<file path="config.mk">
export PLATFORM = sky130hd
export DESIGN_NAME = bcd_time_counter
export DESIGN_NICKNAME = d
export VERILOG_FILES = /design/src/rtl/bcd_time_counter.sv
export SDC_FILE = /design/constraint.sdc
export NUM_CORES = 1
export LEC_CHECK = 0
export CORE_ASPECT_RATIO = 0.6
export CORE_MARGIN = 2
export CORE_UTILIZATION = 50
export DETAILED_ROUTE_END_ITERATION = 12
export PLACE_DENSITY_LB_ADDON = 0.2
export SLEW_MARGIN = 10
export SYNTH_ARGS = -nofsm -noshare
export SYNTH_HDL_FRONTEND = slang
export SYNTH_SLANG_ARGS = --single-unit
</file>
<file path="constraint.sdc">
create_clock -name Clk_100M -period 3.38 [get_ports Clk_100M]
set_clock_uncertainty 0.1 [all_clocks]
set_input_delay 0.338 -clock Clk_100M [delete_from_list [all_inputs] [get_ports Clk_100M]]
set_output_delay 0.338 -clock Clk_100M [all_outputs]
set_load 0.005 [all_outputs]
</file>
<file path="src/rtl/bcd_time_counter.sv">
// bcd_time_counter: time-of-day clock in BCD hours/minutes/seconds.
// A prescaler divides the system clock down to a 1 Hz advance.
// Hours are always held in 24-hour BCD. 12-hour display is a pure output mapping.
// Optional alarm comparator: define BCD_TIME_ALARM_EN.
module bcd_time_counter #(
    parameter int CLK_FREQ = 100000000,
    parameter int PRESC_W  = 27
) (
    input  logic       Clk_100M,
    input  logic       Reset,
    input  logic       Enable,
    input  logic       Mode12,
    input  logic       Load,
    input  logic [7:0] LoadHours,
    input  logic [7:0] LoadMinutes,
    input  logic       IncMin,
    input  logic       IncHour,
`ifdef BCD_TIME_ALARM_EN
    input  logic       AlarmSet,
    input  logic [7:0] AlarmHours,
    input  logic [7:0] AlarmMinutes,
    input  logic       AlarmArm,
    output logic       AlarmHit,
`endif
    output logic [3:0] hoursTens,
    output logic [3:0] hoursUnits,
    output logic [3:0] minutesTens,
    output logic [3:0] minutesUnits,
    output logic [3:0] secondsTens,
    output logic [3:0] secondsUnits,
    output logic       PM,
    output logic       SecondTick,
    output logic       LoadErr
);

    localparam logic [PRESC_W-1:0] PRESC_MAX = PRESC_W'(CLK_FREQ - 1);

    // A preset is usable only if every digit is decimal and the value is a real time of day.
    function automatic logic time_valid(input logic [7:0] hrs, input logic [7:0] mins);
        logic digits_ok;
        logic range_ok;
        digits_ok = (hrs[3:0] <= 4'd9) && (hrs[7:4] <= 4'd9) &&
                    (mins[3:0] <= 4'd9) && (mins[7:4] <= 4'd9);
        range_ok  = (hrs[7:4] < 4'd2 || (hrs[7:4] == 4'd2 && hrs[3:0] <= 4'd3)) &&
                    (mins[7:4] <= 4'd5);
        return digits_ok && range_ok;
    endfunction

    // Two-digit BCD increment that wraps to 00 after reaching the given limit.
    function automatic logic [7:0] bcd_inc(input logic [7:0] value, input logic [7:0] limit);
        if (value == limit) begin
            return 8'h00;
        end else if (value[3:0] == 4'd9) begin
            return {value[7:4] + 4'd1, 4'd0};
        end else begin
            return {value[7:4], value[3:0] + 4'd1};
        end
    endfunction

    logic [PRESC_W-1:0] presc_reg, presc_next;
    logic [7:0]         hours_reg, hours_next;
    logic [7:0]         minutes_reg, minutes_next;
    logic [7:0]         seconds_reg, seconds_next;
    logic               tick_reg, tick_next;
    logic               load_err_reg, load_err_next;
    logic               tick_due;
    logic               load_ok;
    logic               load_rejected;
    logic               alarm_rejected;

    assign tick_due = Enable && (presc_reg == PRESC_MAX);
    assign load_ok  = time_valid(LoadHours, LoadMinutes);

    // Next-state: Load beats the increment strobes, which beat the 1 Hz tick.
    always_comb begin
        presc_next    = presc_reg;
        hours_next    = hours_reg;
        minutes_next  = minutes_reg;
        seconds_next  = seconds_reg;
        tick_next     = 1'b0;
        load_rejected = 1'b0;
        if (Load) begin
            // A rejected load leaves every register alone, including the prescaler.
            if (load_ok) begin
                hours_next   = LoadHours;
                minutes_next = LoadMinutes;
                seconds_next = 8'h00;
                presc_next   = '0;
            end else begin
                load_rejected = 1'b1;
            end
        end else begin
            if (Enable) begin
                presc_next = tick_due ? '0 : presc_reg + PRESC_W'(1);
            end
            if (IncMin || IncHour) begin
                // Manual stepping never carries, and it swallows a coincident tick.
                if (IncMin) begin
                    minutes_next = bcd_inc(minutes_reg, 8'h59);
                end
                if (IncHour) begin
                    hours_next = bcd_inc(hours_reg, 8'h23);
                end
            end else if (tick_due) begin
                tick_next    = 1'b1;
                seconds_next = bcd_inc(seconds_reg, 8'h59);
                if (seconds_reg == 8'h59) begin
                    minutes_next = bcd_inc(minutes_reg, 8'h59);
                    if (minutes_reg == 8'h59) begin
                        hours_next = bcd_inc(hours_reg, 8'h23);
                    end
                end
            end
        end
    end

    assign load_err_next = load_rejected | alarm_rejected;

    // Time, prescaler and status pulse registers.
    always_ff @(posedge Clk_100M or posedge Reset) begin
        if (Reset) begin
            presc_reg    <= '0;
            hours_reg    <= 8'h00;
            minutes_reg  <= 8'h00;
            seconds_reg  <= 8'h00;
            tick_reg     <= 1'b0;
            load_err_reg <= 1'b0;
        end else begin
            presc_reg    <= presc_next;
            hours_reg    <= hours_next;
            minutes_reg  <= minutes_next;
            seconds_reg  <= seconds_next;
            tick_reg     <= tick_next;
            load_err_reg <= load_err_next;
        end
    end

`ifdef BCD_TIME_ALARM_EN
    logic [7:0] alarm_hours_reg, alarm_hours_next;
    logic [7:0] alarm_minutes_reg, alarm_minutes_next;
    logic       alarm_hit_reg, alarm_hit_next;
    logic       time_changes;

    assign time_changes = {hours_next, minutes_next, seconds_next} !=
                          {hours_reg, minutes_reg, seconds_reg};

    // Alarm preset capture and sticky hit flag; the hit fires as the time enters HH:MM:00.
    always_comb begin
        alarm_hours_next   = alarm_hours_reg;
        alarm_minutes_next = alarm_minutes_reg;
        alarm_rejected     = 1'b0;
        alarm_hit_next     = 1'b0;
        if (AlarmSet) begin
            if (time_valid(AlarmHours, AlarmMinutes)) begin
                alarm_hours_next   = AlarmHours;
                alarm_minutes_next = AlarmMinutes;
            end else begin
                alarm_rejected = 1'b1;
            end
        end
        if (AlarmArm) begin
            alarm_hit_next = alarm_hit_reg ||
                             (time_changes && seconds_next == 8'h00 &&
                              hours_next == alarm_hours_reg &&
                              minutes_next == alarm_minutes_reg);
        end
    end

    // Alarm registers.
    always_ff @(posedge Clk_100M or posedge Reset) begin
        if (Reset) begin
            alarm_hours_reg   <= 8'h00;
            alarm_minutes_reg <= 8'h00;
            alarm_hit_reg     <= 1'b0;
        end else begin
            alarm_hours_reg   <= alarm_hours_next;
            alarm_minutes_reg <= alarm_minutes_next;
            alarm_hit_reg     <= alarm_hit_next;
        end
    end

    assign AlarmHit = alarm_hit_reg;
`else
    assign alarm_rejected = 1'b0;
`endif

    logic [4:0] hour_bin;
    logic [4:0] hour_disp;

    // Display hours: binary detour keeps the 12-hour fold simple; reacts to Mode12 immediately.
    always_comb begin
        hour_bin  = 5'(hours_reg[7:4]) * 5'd10 + 5'(hours_reg[3:0]);
        hour_disp = hour_bin;
        if (Mode12) begin
            if (hour_bin == 5'd0) begin
                hour_disp = 5'd12;
            end else if (hour_bin > 5'd12) begin
                hour_disp = hour_bin - 5'd12;
            end
        end
        if (hour_disp >= 5'd20) begin
            hoursTens  = 4'd2;
            hoursUnits = 4'(hour_disp - 5'd20);
        end else if (hour_disp >= 5'd10) begin
            hoursTens  = 4'd1;
            hoursUnits = 4'(hour_disp - 5'd10);
        end else begin
            hoursTens  = 4'd0;
            hoursUnits = 4'(hour_disp);
        end
    end

    assign PM           = (hour_bin >= 5'd12);
    assign minutesTens  = minutes_reg[7:4];
    assign minutesUnits = minutes_reg[3:0];
    assign secondsTens  = seconds_reg[7:4];
    assign secondsUnits = seconds_reg[3:0];
    assign SecondTick   = tick_reg;
    assign LoadErr      = load_err_reg;

endmodule

</file>
After elaboration in Yosys (flattened, before gate mapping)
Cells that the tools add are included.
{ "op_classes": {"addsub": 11, "multipliers": 1, "n_lt_le_gt_ge": 11, "eq_ne": 12, "mux": 39, "reduce_logical": 21} }
{ "ops": {"columns": ["operator", "n"], "rows": [
  ["$mux 8", 23],
  ["$mux 27", 4],
  ["$add 27x1->27 const B", 1],
  ["$eq 27x27->1 const B", 1],
  ["$add 4x1->4 const B", 6],
  ["$eq 8x7->1 const B", 2],
  ["$le 4x4->1 const B", 4],
  ["$mux 5", 3],
  ["$eq 4x4->1 const B", 3],
  ["$reduce_bool 3->1", 4],
  ["$ge 5x4->1 const B", 2],
  ["$eq 8x6->1 const B", 1],
  ["$mux 4", 2],
  ["$reduce_and 4->1", 2],
  ["$logic_and 1x1->1", 7],
  ["$mux 1", 6],
  ["$ne 3x3->1 const B", 2],
  ["$add 5x4->5", 1],
  ["$ge 5x5->1 const B", 1],
  ["$gt 5x4->1 const B", 1],
  ["$logic_not 5->1", 1],
  ["$reduce_and 5->1", 1],
  ["$sub 5x4->5 const B", 1],
  ["$eq 4x2->1 const B", 1],
  ["other kinds (13)", 15]
]} }
{ "totals": {"regBits": 53, "inputBits": 23, "out_inout_bits": 27} }

Logic depth before layout (Yosys ltp)
Gate-level depths: netlist (run 1).
{ "depth": {"depth_word": 9, "depth_mapped": 13} }

Least setup slack after synthesis (run 1)
OpenSTA, ideal clock, no wires.
{ "synth_path": {"path_type": "reg-to-output", "from": "register hours_reg[4]", "to": "output port hoursTens[0]", "arrival_ns": 3.127, "path_slack_ns": -0.185, "stages_incl_launch_ff": 13, "n_path_buf": 0, "cell_sequence": "dfrtp_1 ha_1 ha_1 xor2_1 ha_1 or3b_2 nand3_1 o311ai_0 o221ai_1 ha_1 nor3b_1 nor2_1 mux2_2"} }
{ "synth_between": {"elab_chain_cells": 9} }
{ "synth_rtl": {"columns": ["item", "line", "rtl"], "rows": [
  ["from (decl)", "61", "logic [7:0] hours_reg, hours_next;"],
  ["from (signal assigned)", "130", "hours_reg <= hours_next;"],
  ["$mul 4x3->4 *", "192", "hour_bin = 5'(hours_reg[7:4]) * 5'd10 + 5'(hours_reg[3:0]);"],
  ["$add 5x4->5 *", "192", null],
  ["$sub 5x4->5 or $gt 5x4->1 (tied branches)", "198, 197", null],
  ["$mux 5", "197", "end else if (hour_bin > 5'd12) begin"],
  ["$mux 5", "195", "if (hour_bin == 5'd0) begin"],
  ["$mux 5 *", "194", "if (Mode12) begin"],
  ["$ge 5x4->1", "204", "end else if (hour_disp >= 5'd10) begin"],
  ["$mux 1", "204", null],
  ["$mux 2 *", "201", "if (hour_disp >= 5'd20) begin"],
  ["to (decl)", "25", "output logic [3:0] hoursTens,"]
]} }
Every way passes the cells marked *; elsewhere a longest branch is shown, timed or not.

Worst setup path in the final report (run 1)
{ "layout_path": {"from": "register hours_reg[4]", "to": "output port hoursUnits[3]"} }
{ "layout_between": {"elab_chain_cells": 9} }
{ "layout_rtl": {"columns": ["item", "line", "rtl"], "rows": [
  ["$mul 4x3->4 *", "192", null],
  ["$add 5x4->5 *", "192", null],
  ["$sub 5x4->5 or $gt 5x4->1 (tied branches)", "198, 197", null],
  ["$mux 5", "197", null],
  ["$mux 5", "195", null],
  ["$mux 5 *", "194", null],
  ["$sub 4x4->4 or $ge 5x4->1 (tied branches)", "206, 204", null],
  ["$mux 4", "204", null],
  ["$mux 4 *", "201", null],
  ["to (decl)", "26", "output logic [3:0] hoursUnits,"]
]} }
Marked as above.

==> results by group, run 1 <==
Run status
  – Outcome: finished, violations left
  – Failing checks: design-rule violations, negative setup slack

CTS
  – CTS max path bufs: 2
  – Post-CTS Hold Buffers: 0
  – Root Buffer Master: clkbuf_16
  – Latest clock arrival within the worst-skew pair: 0.29 ns
  – CTS sink count: 53
  – CTS tree: done
  – H-tree levels: 2
  – TritonCTS buffer count: 5
  – Clock transition at path regs: 0.07 ns

Layout
  – Area Growth Syn to Fin: 31.95%
  – Most common cell after layout, fill and taps aside: dfrtp_1
  – Layout fillers: 543
  – Number of diodes: 0
  – Multi-input combinational cell area: 0.002315 mm^2
  – Final cell count without fillers: 560
  – Nets: 516
  – Most frequent cells in the layout: dfrtp_1 (52), nor2_1 (44), clkdlybuf4s50_1 (42), buf_4 (34), o21ai_0 (31)
  – Reg area: 0.001328 mm^2
  – Max reg flops: 27
  – Layout cell share with drive strength beyond 1: 0.1966

Global route
  – Busiest grt layer: met1
  – Total track usage: 0.2510
  – M3 GR Usage: 0.04545
  – Largest net degree at the start of global routing: 30
  – Vias in the first global route: 3163
  – Initial antenna violation count: 0
  – First-pass GRT wire length: 16020 um
  – Met1 usage: 0.4051
  – Grt ovf: 0
  – M2 GR Usage: 0.3481

STA
  – FMAX: 262.5 MHz
  – Final period util: 1.127
  – RSZ-0062 raised after global routing: yes
  – Fin worst setup slack: -0.4296 ns
  – Setup Viol. Count Final: 5
  – Slew HR: 0.2998
  – Slew Limit Fails: 0
  – Final Hold Viols: 0
  – Sum Neg Setup Slack: -1.661 ns
  – Worst Tran Pin Value: 1.041 ns
  – Post-route minimum period: 3.810 ns

Die
  – Die Width: 113.0 um
  – Number of I/O pins: 50
  – DIE AREA: 0.007840 mm^2
  – Core area: 0.006792 mm^2
  – Die Height: 69.39 um
  – FP Rows: 23
  – Starting Density: 0.5247

Setup path
  – Critical Path Source: hours_reg[4]
  – Crit-path max FO: 3
  – Critical path endpoint category: output pin
  – Data required, critical path: 2.94 ns
  – Critical Path AT: 3.37 ns
  – Crit path launch type: flip-flop
  – Reg2reg start: seconds_reg[5]
  – Worst Setup Path Type: reg2out

Drt
  – Routed wire per std cell: 17.29 um
  – WL final: 9684 um
  – 1st-iter DRT viols: 202
  – DRC errors left: 1
  – Vias/cell: 6.013
  – Post-route ant nets: 0
  – Vias: 3367
  – Pre-Repair DR Iteration Count: 8

Placement
  – Pre-CTS setup slack: -0.5352 ns
  – RD Place Congestion: 0.9260
  – Placed insts: 543
  – IO Port Bufs: 47
  – Hpwl dp: 6794 um

Power
  – Power per cell area: 911.3 mW/mm^2
  – Switch Pwr: 1.660 mW
  – Clock Power Share: 0.120
  – Sw Share: 0.3874
  – Int Power: 2.625 mW
  – Combinational Power Share: 0.695
  – Leakage: 2.040 nW
  – Max IR drop VDD: 0.5926 mV
  – Flop pwr share: 0.185
  – Power Total: 4.285 mW

Logic synthesis
  – Post-synth top area share: 0.3722
  – Mapped Area: 0.003563 mm^2
  – Yosys top cell by area: dfrtp_1
  – Post-synth EDFFs: 0
  – Predominant post-synthesis flop cell: dfrtp_1
  – Yosys reg bits: 53
  – Synth area leaders: dfrtp_1 (37%), ha_1 (7.0%), xor2_1 (5.7%)
  – Post-synth cell types: 66
  – Register area share after synthesis: 0.3722
  – Synth Area per Inst: 8.999 um^2
  – Syn. warnings: 0
  – Syn Inst Count: 396
  – Asr flop ratio synth: 1.000

Run
  – Max Cap Viol: 0

Hold path
  – HP Class: in2async
[cell type report]
| type | count | share of cell area |
|---|---|---|
| multi-input cells | 313 | 0.4923 |
| flip-flops and latches | 53 | 0.2823 |
| repair buffers | 85 | 0.1599 |
| clock buffers | 5 | 0.02661 |
| well taps | 87 | 0.02315 |
| inverters | 14 | 0.01118 |
| clock inverters | 3 | 0.004524 |
[kinds of logic after synthesis]
family / Yosys count / synth area share
buf+inv: 31 / 0.03581
other cells: 1 / 0.001052
simple gates: 170 / 0.2655
mux: 6 / 0.01931
xor+xnor: 25 / 0.06952
flops: 53 / 0.3722
fa+ha+maj: 21 / 0.07584
compound gates: 89 / 0.1608
[critical path, cell delays in order, from the launching register on]
cell,delay [ns]
dfrtp_2,0.45
ha_4,0.18
fa_2,0.39
xor2_4,0.21
ha_4,0.17
or3b_4,0.38
nand4_1,0.11
o21ai_2,0.07
a32o_2,0.25
ha_4,0.17
nor3b_4,0.15
o21bai_1,0.17
buf_4,0.14
a2bb2oi_2,0.12
buf_2,0.12
[synthesized netlist by cell type, drive strengths merged, types with 3 or more instances]
master  instances
nor2b           4
and3            9
or3             5
nand2          18
nor3            9
clkbuf         14
nand3          25
o21ai          33
a21o            3
ha             20
nand4          19
or2             3
buf             3
nor4            4
and2            5
mux2            4
dfrtp          53
and4            5
xor2           23
nor2           44
inv            14
nor3b           4
a21oi          18
o31ai          10
[per-stage QoR]
stage                     hold WS (ns)  cell area, um^2  utilization
after global placement          0.3572             4368       0.6431
after detailed placement        0.3930             4368       0.6431
after floorplan                 0.3371             3641            -
after global routing            0.4051             4702       0.6923
final                           0.3436             4702       0.6923
after CTS                       0.3755             4593       0.6763
[power groups by stage]
stage          clock (mW)  sequential (mW)  combinational (mW)
2_1_floorplan           0            0.792                1.26
3_3_place_gp            0            0.796                2.26
3_5_place_dp            0            0.800                2.31
4_1_cts             0.519            0.789                2.53
5_1_grt             0.546            0.802                3.19
6_report            0.516            0.791                2.98
[routing by layer]
metal,part of all wire,vias to the layer above,routed length (um)
li1,-,1610,-
met1,0.50,1645,4852
met2,0.44,105,4214
met3,0.058,7,560
met4,0.0059,0,57
met5,0,-,0
[timing repair]
item,4_1_cts,5_1_grt
pin swaps,12,10
gates cloned,0,0
resized for setup,34,17
setup buffers,5,5
endpoints found under the setup margin,5,5
[final timing paths]
path	endpoint	slack [ns]	depth (start not counted)
worst min-delay path	presc_reg[3]	0.34	2
worst min register to register	presc_reg[26]	0.42	1
min in group Clk_100M	presc_reg[26]	0.42	1
worst max register to register	minutes_reg[5]	0.62	9
worst max-delay path	hoursUnits[3]	-0.43	14
max in group asynchronous	seconds_reg[6]	2.06	3
No activity file was read; power rests on OpenSTA's default activity.
==> run 2, diff against run 1 <==
CTS_CLUSTER_DIAMETER = 60   (was default)
==> results of run 2 <==
Final layout, timing and power as in run 1 (identical DEF).
